<file path="src/rtl/cpu_pkg.sv">
// Shared CPU definitions: branch-type codes used by fetch and decode, the
// reset fetch address and the fetch-stage state encoding.
package cpu_pkg;

    localparam logic [31:0] RESET_PC_DEFAULT = 32'hbfc0_0000;

    localparam logic [3:0] BT_BEQ = 4'b0001;
    localparam logic [3:0] BT_BNE = 4'b0000;

    typedef enum logic [1:0] {
        FS_BOOT = 2'd0,
        FS_REQ  = 2'd1,
        FS_HOLD = 2'd2
    } fetch_state_e;

endpackage

</file>
<file path="src/rtl/inst_sram_if.sv">
// Request/acknowledge port between the fetch stage and the instruction SRAM.
// Only one request is outstanding at a time.
interface inst_sram_if;

    logic        req;
    logic [31:0] addr;
    logic        ack;
    logic [31:0] rdata;

    modport master (output req, addr, input  ack, rdata);
    modport slave  (input  req, addr, output ack, rdata);

endinterface

</file>
<file path="src/rtl/fetch_next_pc.sv">
// Combinational redirect decision for the control-transfer instruction that
// decode is presenting: whether it is taken, and where it goes.
module fetch_next_pc
    import cpu_pkg::*;
(
    input  logic [31:0] de_pc,
    input  logic        de_is_b,
    input  logic        de_is_j,
    input  logic        de_is_jr,
    input  logic [3:0]  de_b_type,
    input  logic [15:0] de_b_offset,
    input  logic [25:0] de_j_index,
    input  logic [31:0] de_rs_value,
    input  logic [31:0] de_rt_value,
    output logic        taken,
    output logic [31:0] target
);

    logic [31:0] seq_pc;
    logic [31:0] br_disp;

    assign seq_pc  = de_pc + 32'd4;
    assign br_disp = {{14{de_b_offset[15]}}, de_b_offset, 2'b00};

    always_comb begin
        // NOTE: every output gets a default first so no path through the
        // block leaves it unassigned, which would infer a latch.
        taken  = 1'b0;
        target = seq_pc;
        if (de_is_b) begin
            taken  = ((de_b_type == BT_BEQ) && (de_rs_value == de_rt_value)) ||
                     ((de_b_type == BT_BNE) && (de_rs_value != de_rt_value));
            target = seq_pc + br_disp;
        end else if (de_is_j) begin
            taken  = 1'b1;
            target = {seq_pc[31:28], de_j_index, 2'b00};
        end else if (de_is_jr) begin
            taken  = 1'b1;
            target = de_rs_value;
        end
    end

endmodule

</file>
<file path="src/rtl/fetch_stage.sv">
// Instruction-fetch stage: owns the fetch PC, issues one SRAM request at a
// time, holds the word for decode and applies delay-slot redirects.
module fetch_stage
    import cpu_pkg::*;
#(
    parameter logic [31:0] RESET_PC = RESET_PC_DEFAULT
) (
    input  logic               clk,
    input  logic               reset,
    inst_sram_if.master        inst_sram,
    output logic               fe_valid,
    output logic [31:0]        fe_inst,
    output logic [31:0]        current_pc,
    input  logic               de_allowin,
    input  logic               de_br_valid,
    input  logic [31:0]        de_pc,
    input  logic               de_is_b,
    input  logic               de_is_j,
    input  logic               de_is_jr,
    input  logic [3:0]         de_b_type,
    input  logic [15:0]        de_b_offset,
    input  logic [25:0]        de_j_index,
    input  logic [31:0]        de_rs_value,
    input  logic [31:0]        de_rt_value
);

    fetch_state_e state;
    logic [31:0]  fetch_pc;
    logic         req_q;
    logic         redir_pending;
    logic [31:0]  redir_target;

    logic         br_taken;
    logic [31:0]  br_target;
    logic         redirect_now;
    logic         transfer;
    logic [31:0]  next_pc;

    fetch_next_pc u_next_pc (
        .de_pc       (de_pc),
        .de_is_b     (de_is_b),
        .de_is_j     (de_is_j),
        .de_is_jr    (de_is_jr),
        .de_b_type   (de_b_type),
        .de_b_offset (de_b_offset),
        .de_j_index  (de_j_index),
        .de_rs_value (de_rs_value),
        .de_rt_value (de_rt_value),
        .taken       (br_taken),
        .target      (br_target)
    );

    assign inst_sram.req  = req_q;
    assign inst_sram.addr = fetch_pc;

    assign redirect_now = de_br_valid & br_taken;
    assign transfer     = fe_valid & de_allowin;

    // A redirect resolved in the same cycle as the delay-slot transfer is
    // bypassed straight into the next fetch address.
    always_comb begin
        next_pc = fetch_pc + 32'd4;
        if (redirect_now) begin
            next_pc = br_target;
        end else if (redir_pending) begin
            next_pc = redir_target;
        end
    end

    always_ff @(posedge clk or posedge reset) begin
        if (reset) begin
            state         <= FS_BOOT;
            fetch_pc      <= RESET_PC;
            req_q         <= 1'b0;
            fe_valid      <= 1'b0;
            fe_inst       <= 32'd0;
            current_pc    <= 32'd0;
            redir_pending <= 1'b0;
            redir_target  <= 32'd0;
        end else begin
            // NOTE: non-blocking assignments so every register here samples
            // the pre-edge value of every other one, independent of order.
            if (transfer) begin
                redir_pending <= 1'b0;
            end else if (redirect_now) begin
                redir_pending <= 1'b1;
                redir_target  <= br_target;
            end

            case (state)
                FS_BOOT: begin
                    state <= FS_REQ;
                    req_q <= 1'b1;
                end
                FS_REQ: begin
                    if (inst_sram.ack) begin
                        fe_inst    <= inst_sram.rdata;
                        current_pc <= fetch_pc;
                        fe_valid   <= 1'b1;
                        req_q      <= 1'b0;
                        state      <= FS_HOLD;
                    end
                end
                FS_HOLD: begin
                    if (transfer) begin
                        fe_valid <= 1'b0;
                        fetch_pc <= next_pc;
                        req_q    <= 1'b1;
                        state    <= FS_REQ;
                    end
                end
                default: begin
                    state    <= FS_BOOT;
                    req_q    <= 1'b0;
                    fe_valid <= 1'b0;
                end
            endcase
        end
    end

endmodule

</file>
<file path="src/flat_wrapper.sv">
// flat-port wrapper written by rule: the top's interface ports become plain ports
module fetch_stage_flat import cpu_pkg::*;
#(
    parameter logic [31:0] RESET_PC = RESET_PC_DEFAULT
)
  (clk, reset, fe_valid, fe_inst, current_pc, de_allowin, de_br_valid, de_pc, de_is_b, de_is_j, de_is_jr, de_b_type, de_b_offset, de_j_index, de_rs_value, de_rt_value, inst_sram_req, inst_sram_addr, inst_sram_ack, inst_sram_rdata);
  inst_sram_if inst_sram_i ();
  input  logic clk;
  input  logic reset;
  output logic fe_valid;
  output logic [31:0] fe_inst;
  output logic [31:0] current_pc;
  input  logic de_allowin;
  input  logic de_br_valid;
  input  logic [31:0] de_pc;
  input  logic de_is_b;
  input  logic de_is_j;
  input  logic de_is_jr;
  input  logic [3:0] de_b_type;
  input  logic [15:0] de_b_offset;
  input  logic [25:0] de_j_index;
  input  logic [31:0] de_rs_value;
  input  logic [31:0] de_rt_value;
  output wire logic [$bits(inst_sram_i.req)-1:0] inst_sram_req;
  output wire logic [$bits(inst_sram_i.addr)-1:0] inst_sram_addr;
  input wire logic [$bits(inst_sram_i.ack)-1:0] inst_sram_ack;
  input wire logic [$bits(inst_sram_i.rdata)-1:0] inst_sram_rdata;
  assign inst_sram_req = inst_sram_i.req;
  assign inst_sram_addr = inst_sram_i.addr;
  assign inst_sram_i.ack = inst_sram_ack;
  assign inst_sram_i.rdata = inst_sram_rdata;
  fetch_stage #(.RESET_PC(RESET_PC)) u_core (.clk(clk), .reset(reset), .inst_sram(inst_sram_i), .fe_valid(fe_valid), .fe_inst(fe_inst), .current_pc(current_pc), .de_allowin(de_allowin), .de_br_valid(de_br_valid), .de_pc(de_pc), .de_is_b(de_is_b), .de_is_j(de_is_j), .de_is_jr(de_is_jr), .de_b_type(de_b_type), .de_b_offset(de_b_offset), .de_j_index(de_j_index), .de_rs_value(de_rs_value), .de_rt_value(de_rt_value));
endmodule
</file>
<file path="config.mk">
export PLATFORM = sky130hd
export DESIGN_NAME = fetch_stage_flat
export DESIGN_NICKNAME = d
export VERILOG_FILES = /design/src/rtl/cpu_pkg.sv /design/src/rtl/inst_sram_if.sv /design/src/rtl/fetch_next_pc.sv /design/src/rtl/fetch_stage.sv /design/src/flat_wrapper.sv
export SDC_FILE = /design/constraint.sdc
export NUM_CORES = 1
export LEC_CHECK = 0
export CORE_ASPECT_RATIO = 1.75
export CORE_MARGIN = 2
export CORE_UTILIZATION = 35
export DETAILED_ROUTE_END_ITERATION = 8
export MAX_ROUTING_LAYER = met4
export PLACE_DENSITY = 0.68
export SETUP_SLACK_MARGIN = 0.5
export SLEW_MARGIN = 25
export SYNTH_ARGS = -nofsm -noshare
export SYNTH_HDL_FRONTEND = slang
export SYNTH_HIERARCHICAL = 1
export SYNTH_SLANG_ARGS = --single-unit
</file>
<file path="constraint.sdc">
create_clock -name clk -period 8.6 [get_ports clk]
set_input_delay 1.72 -clock clk [delete_from_list [all_inputs] [get_ports clk]]
set_output_delay 1.72 -clock clk [all_outputs]
set_load 0.05 [all_outputs]
</file>
; Word level (Yosys, flattened, before mapping)
; Cells that the tools add are included.
[word_totals]
reg_bits = 133
latchBits = 0
mem_bits_rw = 0
rom_bits = 0
in_bits = 182
output_inout_bits = 98
wordCells = 52
n_memories = 0
[classes]
n_addsub = 3
mul = 0
n_div = 0
order_cmp = 0
n_eq_ne = 7
shifts = 0
muxes = 19
bitwise_logic = 4
reduce_logical = 11
[ops]
columns = cell, n
row1 = 32-bit two-way mux, 5
row2 = 32-bit by 3-bit adder with 32-bit output (second input constant), 2
row3 = 32-bit adder, 1
row4 = 32-bit equality test, 1
row5 = 32-bit inequality test, 1
row6 = 1-bit two-way mux, 9
row7 = 2-bit AND reduction, 4
row8 = 1-bit case mux with 3 select lines, 2
row9 = 2-bit case mux with 3 select lines, 1
row10 = 4-bit by 1-bit equality test with 1-bit output (second input constant), 1
row11 = 4-bit logical NOT, 1
row12 = 2-bit two-way mux, 2
row13 = 3-bit AND reduction, 1
row14 = 1-bit bitwise AND, 2
row15 = 2-bit by 1-bit equality test with 1-bit output (second input constant), 1
row16 = 2-bit equality test (second input constant), 1
row17 = 1-bit logical AND, 2
row18 = 2-bit logical NOT, 1
row19 = 2-bit by 1-bit inequality test with 1-bit output (second input constant), 1
row20 = 2-bit inequality test (second input constant), 1
row21 = 1-bit inverter, 2
row22 = 2-bit nonzero test, 1
row23 = 1-bit logical OR, 1

; Longest topological paths before layout
; Gate-level depths: netlist of run 1.
[logic_depth]
ltp_word = 7
depth_mapped = 18
depth_no_buf = 17

; By module
; Netlist of run 1, hierarchy kept.
[modules_own_cells]
columns = module, n_inst, cells_per_inst, area_per_inst_um2, seq_area_each_um2
row1 = fetch_stage, 1, 530, 6063.3, 3314.4
row2 = fetch_next_pc, 1, 534, 3682.3, 0.0

; Worst setup path before layout of run 1
; OpenSTA, ideal clock, no wires.
[synth_path]
path_type = input to register
from = in de_pc[5]
to = reg u_core.fetch_pc[29] (netlist: u_core/inst_sram.addr[29])
setup_ps = 82
t_arrival_ps = 4717
required_time_ps = 8518
setup_slack_ps = 3801
stages = 17
n_path_buf = 1
cell_sequence = nand4_1 -> nor4_1 -> nand2_1 -> xnor2_1 -> ha_1 -> clkbuf_1 -> nand2_1 -> nor3_1 -> nand3_1 -> o21ai_0 -> a41oi_1 -> xor2_1 -> o22ai_1 -> nor2_1 -> o21ai_0 -> o21ai_0 -> nor3_1
[synth_between]
elab_chain_len = 5
elab_cells_between_ends = 6
cone_classes = add/sub (2) / mux (4)
[synth_lines]
columns = item, line
row1 = start: declaration, flat_wrapper.sv:15  ; input logic [31:0] de_pc;
row2 = 32-bit by 3-bit adder with 32-bit output *, fetch_next_pc.sv:22  ; assign seq_pc = de_pc + 32'd4;
row3 = branches (longest 2 deep; another with 32-bit adder), --
row4 = 32-bit two-way mux *, fetch_next_pc.sv:30  ; if (de_is_b) begin
row5 = net u_core.br_target[29], fetch_stage.sv:34  ; logic [31:0] br_target;
row6 = 32-bit two-way mux *, fetch_stage.sv:63  ; if (redirect_now) begin
row7 = end signal: assignment, fetch_stage.sv:107  ; fetch_pc <= next_pc;
row8 = end: declaration, fetch_stage.sv:28  ; logic [31:0] fetch_pc;
; Mark *: on every way through the listed nets, which the timed path passes.
; A chain may end at the register's enable or synchronous reset.

; Worst setup path in the final report of run 1
[layout_path]
from = in de_pc[4]
to = reg u_core.fetch_pc[24] (netlist: u_core/inst_sram.addr[24])
; The elaborated chain is that of the path after synthesis.

==> results.md, run 1 <==
* Total gr overflow at 0
* Register area share after synthesis at 34.0%
* Total CTS buffers at 17
* Power share of the combinational group at 53.0%
* Layout cells sized above 1 at 13.5%
* Fin area at approximately 13000 µm²
* Register area at between 3000 and 4000 µm²
* Vias in the first global route at 9178
* CTS root buf: clkbuf_16
* CP required at 8.92 ns
* Postcts setup bufs at 0
* Pin count of the biggest net entering global routing at 76
* Critical Path Sink Type: flop
* Clock Sinks at 132
* Reg clk slew, reported paths at 0.06 ns
* Cell area after synthesis at a little under 10000 µm²
* Worst hold slack at 0.481 ns
* Max Cap Viol at 0
* Initial antenna violation count at 0
* Cells after DPL at 1667
* Starting density of the core at 35.7%
* Switch Pwr at 1790 µW
* Cell Count, Final, Fillers Out at 1699
* Layout Nets at 1538
* Total wire length at about 33000 µm
* Via total after detailed routing at 9306
* Post-place instance area at 12800 µm²
* P per Cell Area at around 290 nW/µm²
* Gr usage total at a little under a quarter
* Number of inserted diodes at 0
* Final hold vios at 0
* Cells after Synth at approximately 1100
* Max VDD drop at 0.156 mV
* Die height at around 220 µm
* Clock skew at between 0.008 and 0.009 ns
* Vias/cell at 5.48
* RSZ-0062 raised after global routing: no
* DRT antenna net count at 0
* Leak at 0.00539 µW
* Row cnt at 80
* Distinct cells, synth at 86
* EDFF count, synth at 0
* Synth Flop Type: dfrtp_1
* Worst Max-Slew Pin Slew at between 1 and 1.5 ns
* Startpoint Class: primary input
* Final Wtd Congestion at 0.987
* Setup_tns at 0 ns
* Residual DRC count at 0
* Fmax at 167 MHz
* Max Buffers Root-to-Sink at 2
* First-pass GRT wire length at 50300 µm
* Routed len/inst at 19.3 µm
* Slew HR at between 30% and 40%
* Flops & latches, synth at ~130
* Data arrival, critical path at 6.29 ns
* Yosys warns at 6
* Fin crit period at 5.97 ns
* Fill cells at 2596
* Critical Path Start: de_pc[4]
* CTS tree: yes
* Final setup violation count at 0
* Sequential share of power at ~29%
* Hold_buf cts at 0
* Sw Ratio at 45.7%
* Internal Pwr Total at 2130 µW
* I/O Pins at 280
* Post-DP HPWL at between 20000 and 30000 µm
* Syn_nets at 1285
* Critical path type: in2reg
* Hold path startpoint: u_core/current_pc[10]
* Area of the multi-input gates at 6100 µm²
* Die area at 29200 µm²
* Core area at 27300 µm²
* Clock latency on the worst-skew pair at roughly 0.43 ns
* CTS H-tree depth at 4
* Area grow syn2layout at 37.7%
* DR pass1 iterations at 5
* Port Buf Inserts at 279
* Post-CTS sizing at 0
* Asr flop ratio synth at 100%
* Status: completed
* Hold WC Path Type: reg2reg
* Tcrit/Tclk final at 69.4%
* Mean post-synth cell area at 9.16 µm²
* Die Span X at 130 µm
* Crit path max fanout at 6
* Worst R2R Start: u_core/inst_sram.addr[2]
* Initial DRC Count at 562
* Slew Limit Fails at 0
* Clk pwr share at 18.0%
==> power groups by stage <==
| stage | Clock, µW | Sequential, µW | Combinational [µW] |
|---|---|---|---|
| floorplan | 0 | 1800 | 696 |
| global placement | 0 | 1140 | 2060 |
| detailed placement | 0 | 1150 | 2080 |
| CTS | 725 | 1140 | 2090 |
| global route | 750 | 1180 | 2200 |
| finish | 707 | 1140 | 2080 |
==> flip-flops by register name, indices dropped and copies added, names as in the netlist <==
name,flops
u_core/fe_valid,1
u_core/inst_sram.addr,32
u_core/current_pc,32
u_core/state,2
u_core/redir_pending,1
u_core/redir_target,32
u_core/fe_inst,32
==> layout by cell type (no fill, tap or decap), drive strengths merged, types with 7 or more instances in the layout <==
cell type / n
buf: 15
nand4: 23
ha: 38
a21oi: 100
mux2i: 24
nand2: 82
nand3: 64
a31oi: 9
clkdlybuf4s50: 278
o21a: 7
nor2: 60
o21ai: 72
clkbuf: 19
xor2: 61
xnor2: 32
mux2: 95
and3: 21
a21o: 10
o211ai: 8
a211oi: 10
inv: 19
nor4: 16
dfrtp: 123
nor3: 24
dfstp: 9
==> metrics by stage <==
step                      setup WS (ns)  utilization [%]  power, µW
after detailed placement           2.25             47.0       3240
after global placement             2.39             47.0       3200
after global routing               2.22             49.1       4130
after CTS                          2.70             49.1       3960
after floorplan                    3.37                -       2500
final                              2.63             49.1       3930
==> path summary, 6_finish.rpt <==
path                       cells after the start  slack [ns]                         to
max in group asynchronous                      3        5.55         u_core/fe_inst[12]
hold reg to reg                                2        0.48      u_core/current_pc[10]
setup reg to reg                               6        6.10  u_core/inst_sram.addr[24]
hold / removal                                 2        0.48      u_core/current_pc[10]
min in group asynchronous                      2        1.78         u_core/fe_inst[31]
setup / recovery                              16        2.63  u_core/inst_sram.addr[24]
==> cell families after synthesis <==
group / after synthesis / synth area share (%)
buffers and inverters: 75 / 3.36
AND/OR/NAND/NOR: 329 / 18.1
AO/OA/AOI/OAI: 277 / 17.5
flip-flops: 132 / 34.0
XOR/XNOR: 93 / 8.51
multiplexers: 119 / 13.4
adder cells (fa/ha/maj): 39 / 5.08
==> per-layer routing <==
layer	global-route usage, %	wire [µm]	up-vias
li1	-	-	4453
met1	24.9	12500	4441
met2	42.2	17900	350
met3	2.47	1430	62
met4	8.50	972	0
met5	-	0	-
==> worst max-delay path: stages <==
cell and delay, ns:
clkdlybuf4s50_1 0.57, nand4_1 0.29, nor4_1 0.90, nand2_1 0.15
xnor2_1 0.27, ha_1 0.31, a21oi_1 0.23, o21ai_0 0.15
a2111oi_2 0.50, o31ai_1 0.15, xnor2_1 0.15, a22oi_1 0.32
a21oi_1 0.11, nor2_1 0.11, a311oi_1 0.07, a221oi_1 0.27
==> synth_stat cells, types with 4 or more instances <==
| cell | n | area share, % |
|---|---|---|
| nor4_1 | 11 | 0.71 |
| inv_1 | 16 | 0.62 |
| or3_1 | 6 | 0.39 |
| o21ai_1 | 11 | 0.56 |
| o21a_1 | 7 | 0.54 |
| a21oi_1 | 99 | 5.1 |
| a22oi_1 | 5 | 0.39 |
| and4_1 | 4 | 0.36 |
| nand4_1 | 19 | 1.2 |
| and3_1 | 18 | 1.2 |
| a311oi_1 | 4 | 0.36 |
| nand3_1 | 63 | 3.2 |
| dfrtp_1 | 123 | 32 |
| mux2i_1 | 24 | 2.5 |
| a21o_1 | 10 | 0.77 |
| ha_1 | 38 | 4.9 |
| mux2_2 | 95 | 11 |
| a211oi_1 | 9 | 0.69 |
| nor3_1 | 22 | 1.1 |
| xnor2_1 | 31 | 2.8 |
| o22ai_1 | 5 | 0.32 |
| a21boi_0 | 5 | 0.39 |
| clkbuf_1 | 42 | 1.6 |
| nor2b_1 | 6 | 0.39 |
| nor2_1 | 60 | 2.3 |
| o21ai_0 | 61 | 3.1 |
| xor2_1 | 60 | 5.4 |
| o211ai_1 | 8 | 0.62 |
| buf_2 | 10 | 0.51 |
| and2_1 | 4 | 0.26 |
| a221oi_1 | 4 | 0.36 |
| nand2_1 | 81 | 3.1 |
| dfstp_2 | 9 | 2.4 |
| a31oi_1 | 9 | 0.58 |
==> area by class of cell <==
class | count | area share (%)
Clock buffer | 19 | 3.38
Inverter | 16 | 0.485
Sequential cell | 132 | 24.7
Timing Repair Buffer | 293 | 21.6
Clock inverter | 13 | 0.933
Tap cell | 369 | 3.44
Multi-Input combinational cell | 857 | 45.5
(Power assumes the default switching activity.)
==> run 2: changes to the inputs <==
- PLACE_DENSITY: 0.68 -> 0.7
- clock period: 8.6 -> 5.16 ns (I/O delays scaled with it)
==> results.md, run 2 (synthesis gave the netlist of run 1 again) <==
* Status: completed
* DRT antenna net count at 0 (unchanged)
* Die area at 29200 µm² (unchanged)
* Internal Pwr Total at 3780 µW (+77%)
* Switch Pwr at 3010 µW (+68%)
* Fill cells at 2492 (-4.0%)
* CTS H-tree depth at 4 (unchanged)
* Total CTS buffers at 17 (unchanged)
* Critical Path Start: de_pc[13]
* Number of inserted diodes at 0 (unchanged)
* Area grow syn2layout at 45.4%
* Core area at 27300 µm² (unchanged)
* Die height at 225 µm (unchanged)
* Fin crit period at ~4.5 ns
* Final setup margin at 0.662 ns (-1.97 ns)
* Row cnt at 80 (unchanged)
* Hold Path Depth at 2 (unchanged)
* Via total after detailed routing at 9667 (+3.9%)
* Cell Count, Final, Fillers Out at 1759 (+3.5%)
* Starting density of the core at 35.7% (unchanged)
* Layout cells sized above 1 at 19.2% (+5.7 points)
* Hold WC Path Type: reg2reg
* Crit path max fanout at 4 (-2)
* Final Wtd Congestion at 0.937 (-5.0%)
* Most frequent cells in the layout: 271 x clkdlybuf4s50_1, 123 x dfrtp_1, 95 x mux2_2, 95 x a21oi_1, 81 x nand2_1
* Die Span X at 130 µm (unchanged)
* Post-DP HPWL at 26100 µm (+1.7%)
* Critical Path Sink Type: flop
* P per Cell Area at 479 nW/µm² (+64%)
* R2R cell count at 6 (unchanged)
* Sequential share of power at 28.0% (-1.0 points)
* Slew Limit Fails at 0 (unchanged)
* Reg clk slew, reported paths at 0.06 ns (about the same)
* Vias in the first global route at 9692 (+5.6%)
* First-pass GRT wire length at 51600 µm (+2.5%)
* Max Buffers Root-to-Sink at 2 (unchanged)
* Hold_buf cts at 0 (unchanged)
* Residual DRC count at 0 (unchanged)
* RSZ-0062 raised after global routing: yes
* Clock skew at 0.00919 ns (+0.000837 ns)
* Gr usage total at 23.4% (+0.54 points)
* Total gr overflow at 0 (unchanged)
* Sw Ratio at 44.4% (-1.3 points)
* Layout Nets at 1598 (+3.9%)
* Data arrival, critical path at 4.85 ns (-1.44 ns)
* Final setup violation count at 0 (unchanged)
* Initial DRC Count at 517 (-8.0%)
* I/O Pins at 280 (unchanged)
* Leak at 0.00584 µW (+8.3%)
* Initial antenna violation count at 0 (unchanged)
* Max Cap Viol at 0 (unchanged)
* Worst Max-Slew Pin Slew at 0.830 ns (-0.180 ns)
* Critical path type: in2reg
* Clock latency on the worst-skew pair at 0.42 ns (about the same)
* Fmax at ~220 MHz
* Power share of the combinational group at 52.3% (-0.7 points)
* Worst R2R Start: u_core/inst_sram.addr[2]
* CP required at 5.51 ns (-3.41 ns)
* Reg-to-reg critical path endpoint: u_core/inst_sram.addr[24]
* Cells after DPL at 1719 (+3.1%)
* Pin count of the biggest net entering global routing at 104 (+37%)
* Clock Sinks at 132 (unchanged)
* CTS root buf: clkbuf_16
* Startpoint Class: primary input
* Routed len/inst at 19.0 µm (-1.4%)
* Slew HR at 44.7% (+13 points)
* Total wire length at 33400 µm (+2.1%)
* Worst hold slack at 0.482 ns (+0.000804 ns)
* DR pass1 iterations at 5 (unchanged)
* Core Util, Final at 51.8% (+2.8 points)
* Tcrit/Tclk final at 87.2%
* Worst Setup EP: u_core/inst_sram.addr[22]
* R2r setup slk at 2.74 ns (-3.36 ns)
* Most common cell after layout, fill and taps aside: clkdlybuf4s50_1
* Final hold vios at 0 (unchanged)
* DP Worst Slack at 0.00428 ns (-2.24 ns)
* Port Buf Inserts at 279 (unchanged)
* CTS tree: yes
* Vias/cell at 5.50 (+0.34%)
* Clk pwr share at 19.6% (+1.6 points)
* Max VDD drop at 0.291 mV (+86%)
run 2: worst max-delay path, stage by stage:
cell,delay [ns]
clkdlybuf4s50_1,0.55
buf_4,0.17
and4_2,0.25
nand2_1,0.07
nor3_2,0.14
xor2_1,0.31
ha_1,0.33
a21oi_1,0.23
or4b_1,0.46
o22a_1,0.28
a31oi_1,0.24
xor2_1,0.19
a22oi_2,0.08
nor2_1,0.14
o31ai_1,0.09
a311o_1,0.29
run 2: metrics by stage:
| stage | power (µW) | instance area (µm²) | TNS [ns] |
|---|---|---|---|
| after floorplan | 4160 | 9750 | 0 |
| after global placement | 5370 | 13200 | -0.0118 |
| after detailed placement | 5440 | 13200 | 0 |
| after CTS | 6810 | 13900 | 0 |
| after global routing | 7140 | 14200 | 0 |
| final | 6790 | 14200 | 0 |
run 2: what timing repair did:
action / in CTS / in global routing
setup buffers: 1 / 7
endpoints found under the setup margin: 3 / 15
pin swaps: 1 / 7
resized for setup: 3 / 44
run 2: worst min-delay path by stage:
| stage | end | slack (ns) | from |
|---|---|---|---|
| 4_1_cts | u_core/current_pc[10] | 0.49 | u_core/current_pc[10] |
| 5_1_grt | u_core/current_pc[14] | 0.51 | u_core/current_pc[14] |
| 6_report | u_core/current_pc[10] | 0.48 | u_core/current_pc[10] |
| 3_5_place_dp | u_core/current_pc[10] | 0.47 | u_core/current_pc[10] |
| 3_3_place_gp | u_core/current_pc[10] | 0.46 | u_core/current_pc[10] |
| 2_1_floorplan | u_core/redir_target[13] | 0.47 | u_core/redir_target[13] |
run 2: metal layers:
| layer | track usage, % | part of all wire, % | vias to the layer above |
|---|---|---|---|
| met5 | - | 0 | - |
| met4 | 10.9 | 4.1 | 0 |
| met3 | 3.09 | 5.2 | 72 |
| met2 | 42.5 | 54 | 419 |
| met1 | 24.7 | 37 | 4614 |
| li1 | - | - | 4562 |
run 2: power by group through the flow:
stage / logic [µW] / clock network [µW] / registers (µW)
detailed placement: 3520 / 0 / 1920
floorplan: 1160 / 0 / 3000
CTS: 3540 / 1360 / 1910
global placement: 3480 / 0 / 1890
global route: 3750 / 1410 / 1980
finish: 3550 / 1330 / 1900
run 2: area by class of cell:
| type | instances | area [µm²] | share of cell area, % |
|---|---|---|---|
| multi-input cells | 857 | 6300 | 44.5 |
| clock inverters | 10 | 166 | 1.17 |
| well taps | 369 | 462 | 3.26 |
| inverters | 16 | 67.6 | 0.477 |
| repair buffers | 353 | 3370 | 23.8 |
| clock buffers | 22 | 484 | 3.42 |
| flip-flops and latches | 132 | 3310 | 23.4 |
==> run 3: changes to the inputs <==
- PLACE_DENSITY: 0.7 -> default
- SYNTH_HIERARCHICAL: 1 -> default
- clock period: 5.16 -> 4.9 ns (I/O delays scaled with it)
==> results.md, run 3 <==
* Total CTS buffers at 17 (unchanged)
* Core area at 26400 µm² (-3.4%)
* Hold WC Path Type: reg2reg
* CTS H-tree depth at 4 (unchanged)
* I/O Pins at 280 (unchanged)
* Starting density of the core at 35.4% (-0.29 points)
* Register area share after synthesis at 35.5% (+1.5 points)
* Max Buffers Root-to-Sink at 2 (unchanged)
* EDFF count, synth at 0 (unchanged)
* Worst stage delay on the critical path at 0.53 ns (-0.02 ns)
* Post-synth top area cell: dfrtp_1
* Clock latency on the worst-skew pair at 0.42 ns (about the same)
* Fin crit period at roughly 4.3 ns
* Die Span X at 127 µm (-2.1%)
* Routed len/inst at 19.0 µm (+0.19%)
* Via total after detailed routing at 9124 (-5.6%)
* Flops & latches, synth at 132 (unchanged)
* Cells after Synth at 1071 (+0.66%)
* Worst Max-Slew Pin Slew at 0.851 ns (+0.0210 ns)
* Vias/cell at 5.34 (-2.9%)
* Layout cells sized above 1 at 14.2% (-5.0 points)
* Slew Limit Fails at 0 (unchanged)
* Most common cell after layout, fill and taps aside: clkdlybuf4s50_1
* Residual DRC count at 0 (unchanged)
* Leak at 0.00566 µW (-3.1%)
* Hold path startpoint: u_core.redir_target[5]
* Power, Total at 7270 µW (+7.2%)
* Reg clk slew, reported paths at 0.06 ns (about the same)
* First-pass GRT wire length at 49600 µm (-3.8%)
* Mean post-synth cell area at 8.72 µm² (-4.8%)
* Status: completed
* Gr usage total at 23.6% (+0.13 points)
* Initial DRC Count at 435 (-16%)
* RSZ-0062 raised after global routing: yes
* Distinct cells, synth at 61 (-29%)
* CTS root buf: clkbuf_16
* Setup_tns at 0 ns (unchanged)
* Asr flop ratio synth at 100% (unchanged)
* CP required at 5.21 ns (-0.30 ns)
* Row cnt at 79 (-1.3%)
* Final setup violation count at 0 (unchanged)
* Critical path type: in2reg
* Data arrival, critical path at 4.57 ns (-0.28 ns)
* Clock skew at 0.00512 ns (-0.00407 ns)
* Area grow syn2layout at 45.1%
* Startpoint Class: primary input
* Worst R2R Start: u_core.inst_sram.addr[10]
* Max stage delay cell, worst path: clkdlybuf4s50_1
* Final hold vios at 0 (unchanged)
* Total wire length at 32500 µm (-2.7%)
* Slew HR at 43.1% (-1.5 points)
* Fill cells at 2541 (+2.0%)
* DRT antenna net count at 0 (unchanged)
* Synth area leaders: dfrtp_1 33%, mux2_2 8.3%, xor2_1 6.8%, nand2_1 6.2%, o21ai_0 5.4%
* Yosys warns at 0 (-6)
* Tcrit/Tclk final at 87.0%
* Hold_buf cts at 0 (unchanged)
* Core Util, Final at 51.3% (-0.51 points)
* Final Wtd Congestion at 0.919 (-1.9%)
* Top cell type's share of synthesized area at 33.0% (+1.4 points)
* Critical Path, Cell by Cell: clkdlybuf4s50_1 -> buf_4 -> and4_1 -> nand4_1 -> xnor2_1 -> ha_1 -> a21o_1 -> a21o_1 -> a221o_1 -> o21ai_1 -> o21ai_1 -> a21oi_1 -> xor2_1 -> o22ai_1 -> mux2_2
* Pin count of the biggest net entering global routing at 70 (-33%)
* Max VDD drop at 0.246 mV (-15%)
* Port Buf Inserts at 279 (unchanged)
* CTS tree: yes
* Crit path max fanout at 5 (+1)
* Critical Path Start: de_pc[2]
* Cell area after synthesis at 9340 µm² (-4.2%)
* Die area at 28000 µm² (-4.1%)
* Top cells by count, synth: 153 x nand2_1, 123 x dfrtp_1, 100 x o21ai_0, 78 x nor2_1, 73 x xor2_1
* CP bufs+invs at 2 (unchanged)
* Most frequent cells in the layout: 277 x clkdlybuf4s50_1, 153 x nand2_1, 123 x dfrtp_1
* Post-DP HPWL at 26000 µm (-0.33%)
* Delay-heaviest family, CP: compound AO/OA/AOI/OAI gates
* DR pass1 iterations at 6 (+1)
* Critical Path Sink Type: flop
* Count leader, synth: nand2_1
* Vias in the first global route at 9102 (-6.1%)
* Initial antenna violation count at 1 (+1)
* Total gr overflow at 0 (unchanged)
* Die height at 220 µm (-2.1%)
* Max Cap Viol at 0 (unchanged)
* Fmax at 235 MHz
* Syn_nets at 1292 (+0.54%)
* Clock Sinks at 132 (unchanged)
* P per Cell Area at 537 nW/µm² (+12%)
* Synth Flop Type: dfrtp_1
* Layout Nets at 1592 (-0.38%)
[run 3: cell count changes after synthesis, sizes merged, moves of 14 or more]
cell and change:
a21oi -29, mux2 -26, nand2 +71, nand3 -27, nor2 +18, nor3 -14
o21ai +32
[run 3: per-layer routing]
metal,vias to the layer above,GRT usage [%],wire length [µm]
met4,0,10.0,1280
met3,51,2.89,1440
li1,4439,-,-
met1,4313,25.1,12200
met5,-,-,0
met2,321,43.5,17600
[run 3: logic make-up after synthesis]
kind of cell | count (synthesis) | share of synthesized area [%]
xor gates and xnor gates | 116 | 10.9
adders and majority gates | 39 | 5.31
buffers and inverters | 64 | 2.72
muxes | 88 | 10.4
and+or+nand+nor | 356 | 17.4
DFF | 132 | 35.5
AOI/OAI and AO/OA | 276 | 17.9
[run 3: power by group]
part           internal [µW]  switching (µW)  total (µW)
combinational           1470            2340        3810
clock                    983             466        1450
sequential              1610             398        2010
[run 3: final cells by class]
type / instances / area, µm² / area share [%]
multi-input cells: 875 / 5900 / 43.6
flip-flops and latches: 132 / 3310 / 24.5
repair buffers: 330 / 3190 / 23.5
clock buffers: 24 / 512 / 3.78
well taps: 324 / 405 / 2.99
clock inverters: 8 / 168 / 1.24
inverters: 15 / 60.1 / 0.443
diodes: 1 / 2.50 / 0.0185
[run 3: final timing paths]
path | cells after the start | slack [ns] | end
setup reg to reg | 8 | 2.46 | u_core.inst_sram.addr[27]
max in group asynchronous | 3 | 2.95 | u_core.inst_sram.addr[26]
hold reg to reg | 2 | 0.47 | u_core.redir_target[5]
hold / removal | 2 | 0.47 | u_core.redir_target[5]
min in group asynchronous | 2 | 1.07 | u_core.current_pc[11]
setup / recovery | 15 | 0.64 | u_core.redir_target[30]
[run 3: timing repair]
item,CTS,global route
pin swaps,0,6
hold endpoints to repair,0,0
setup endpoints to repair,1,22
buffers inserted,0,4
resized for setup,1,27
[run 3: metrics by stage]
step	std cells	instance area [µm²]	hold WS [ns]	setup slack [ns]
finish	1709	13500	0.472	0.638
global route	1709	13500	0.500	0.447
CTS	1704	13400	0.476	0.507
detailed placement	1672	12700	0.462	0.0410
global placement	1672	12700	0.458	0.0698
floorplan	1071	9340	0.445	0.802
[run 3: worst reg2reg max path: cells and delay by family (launching register included)]
kind,cells,cell delay [ns]
AND/OR/NAND/NOR,4,1.14
AO/OA/AOI/OAI,3,0.55
XOR/XNOR,1,0.14
flip-flops,1,0.53
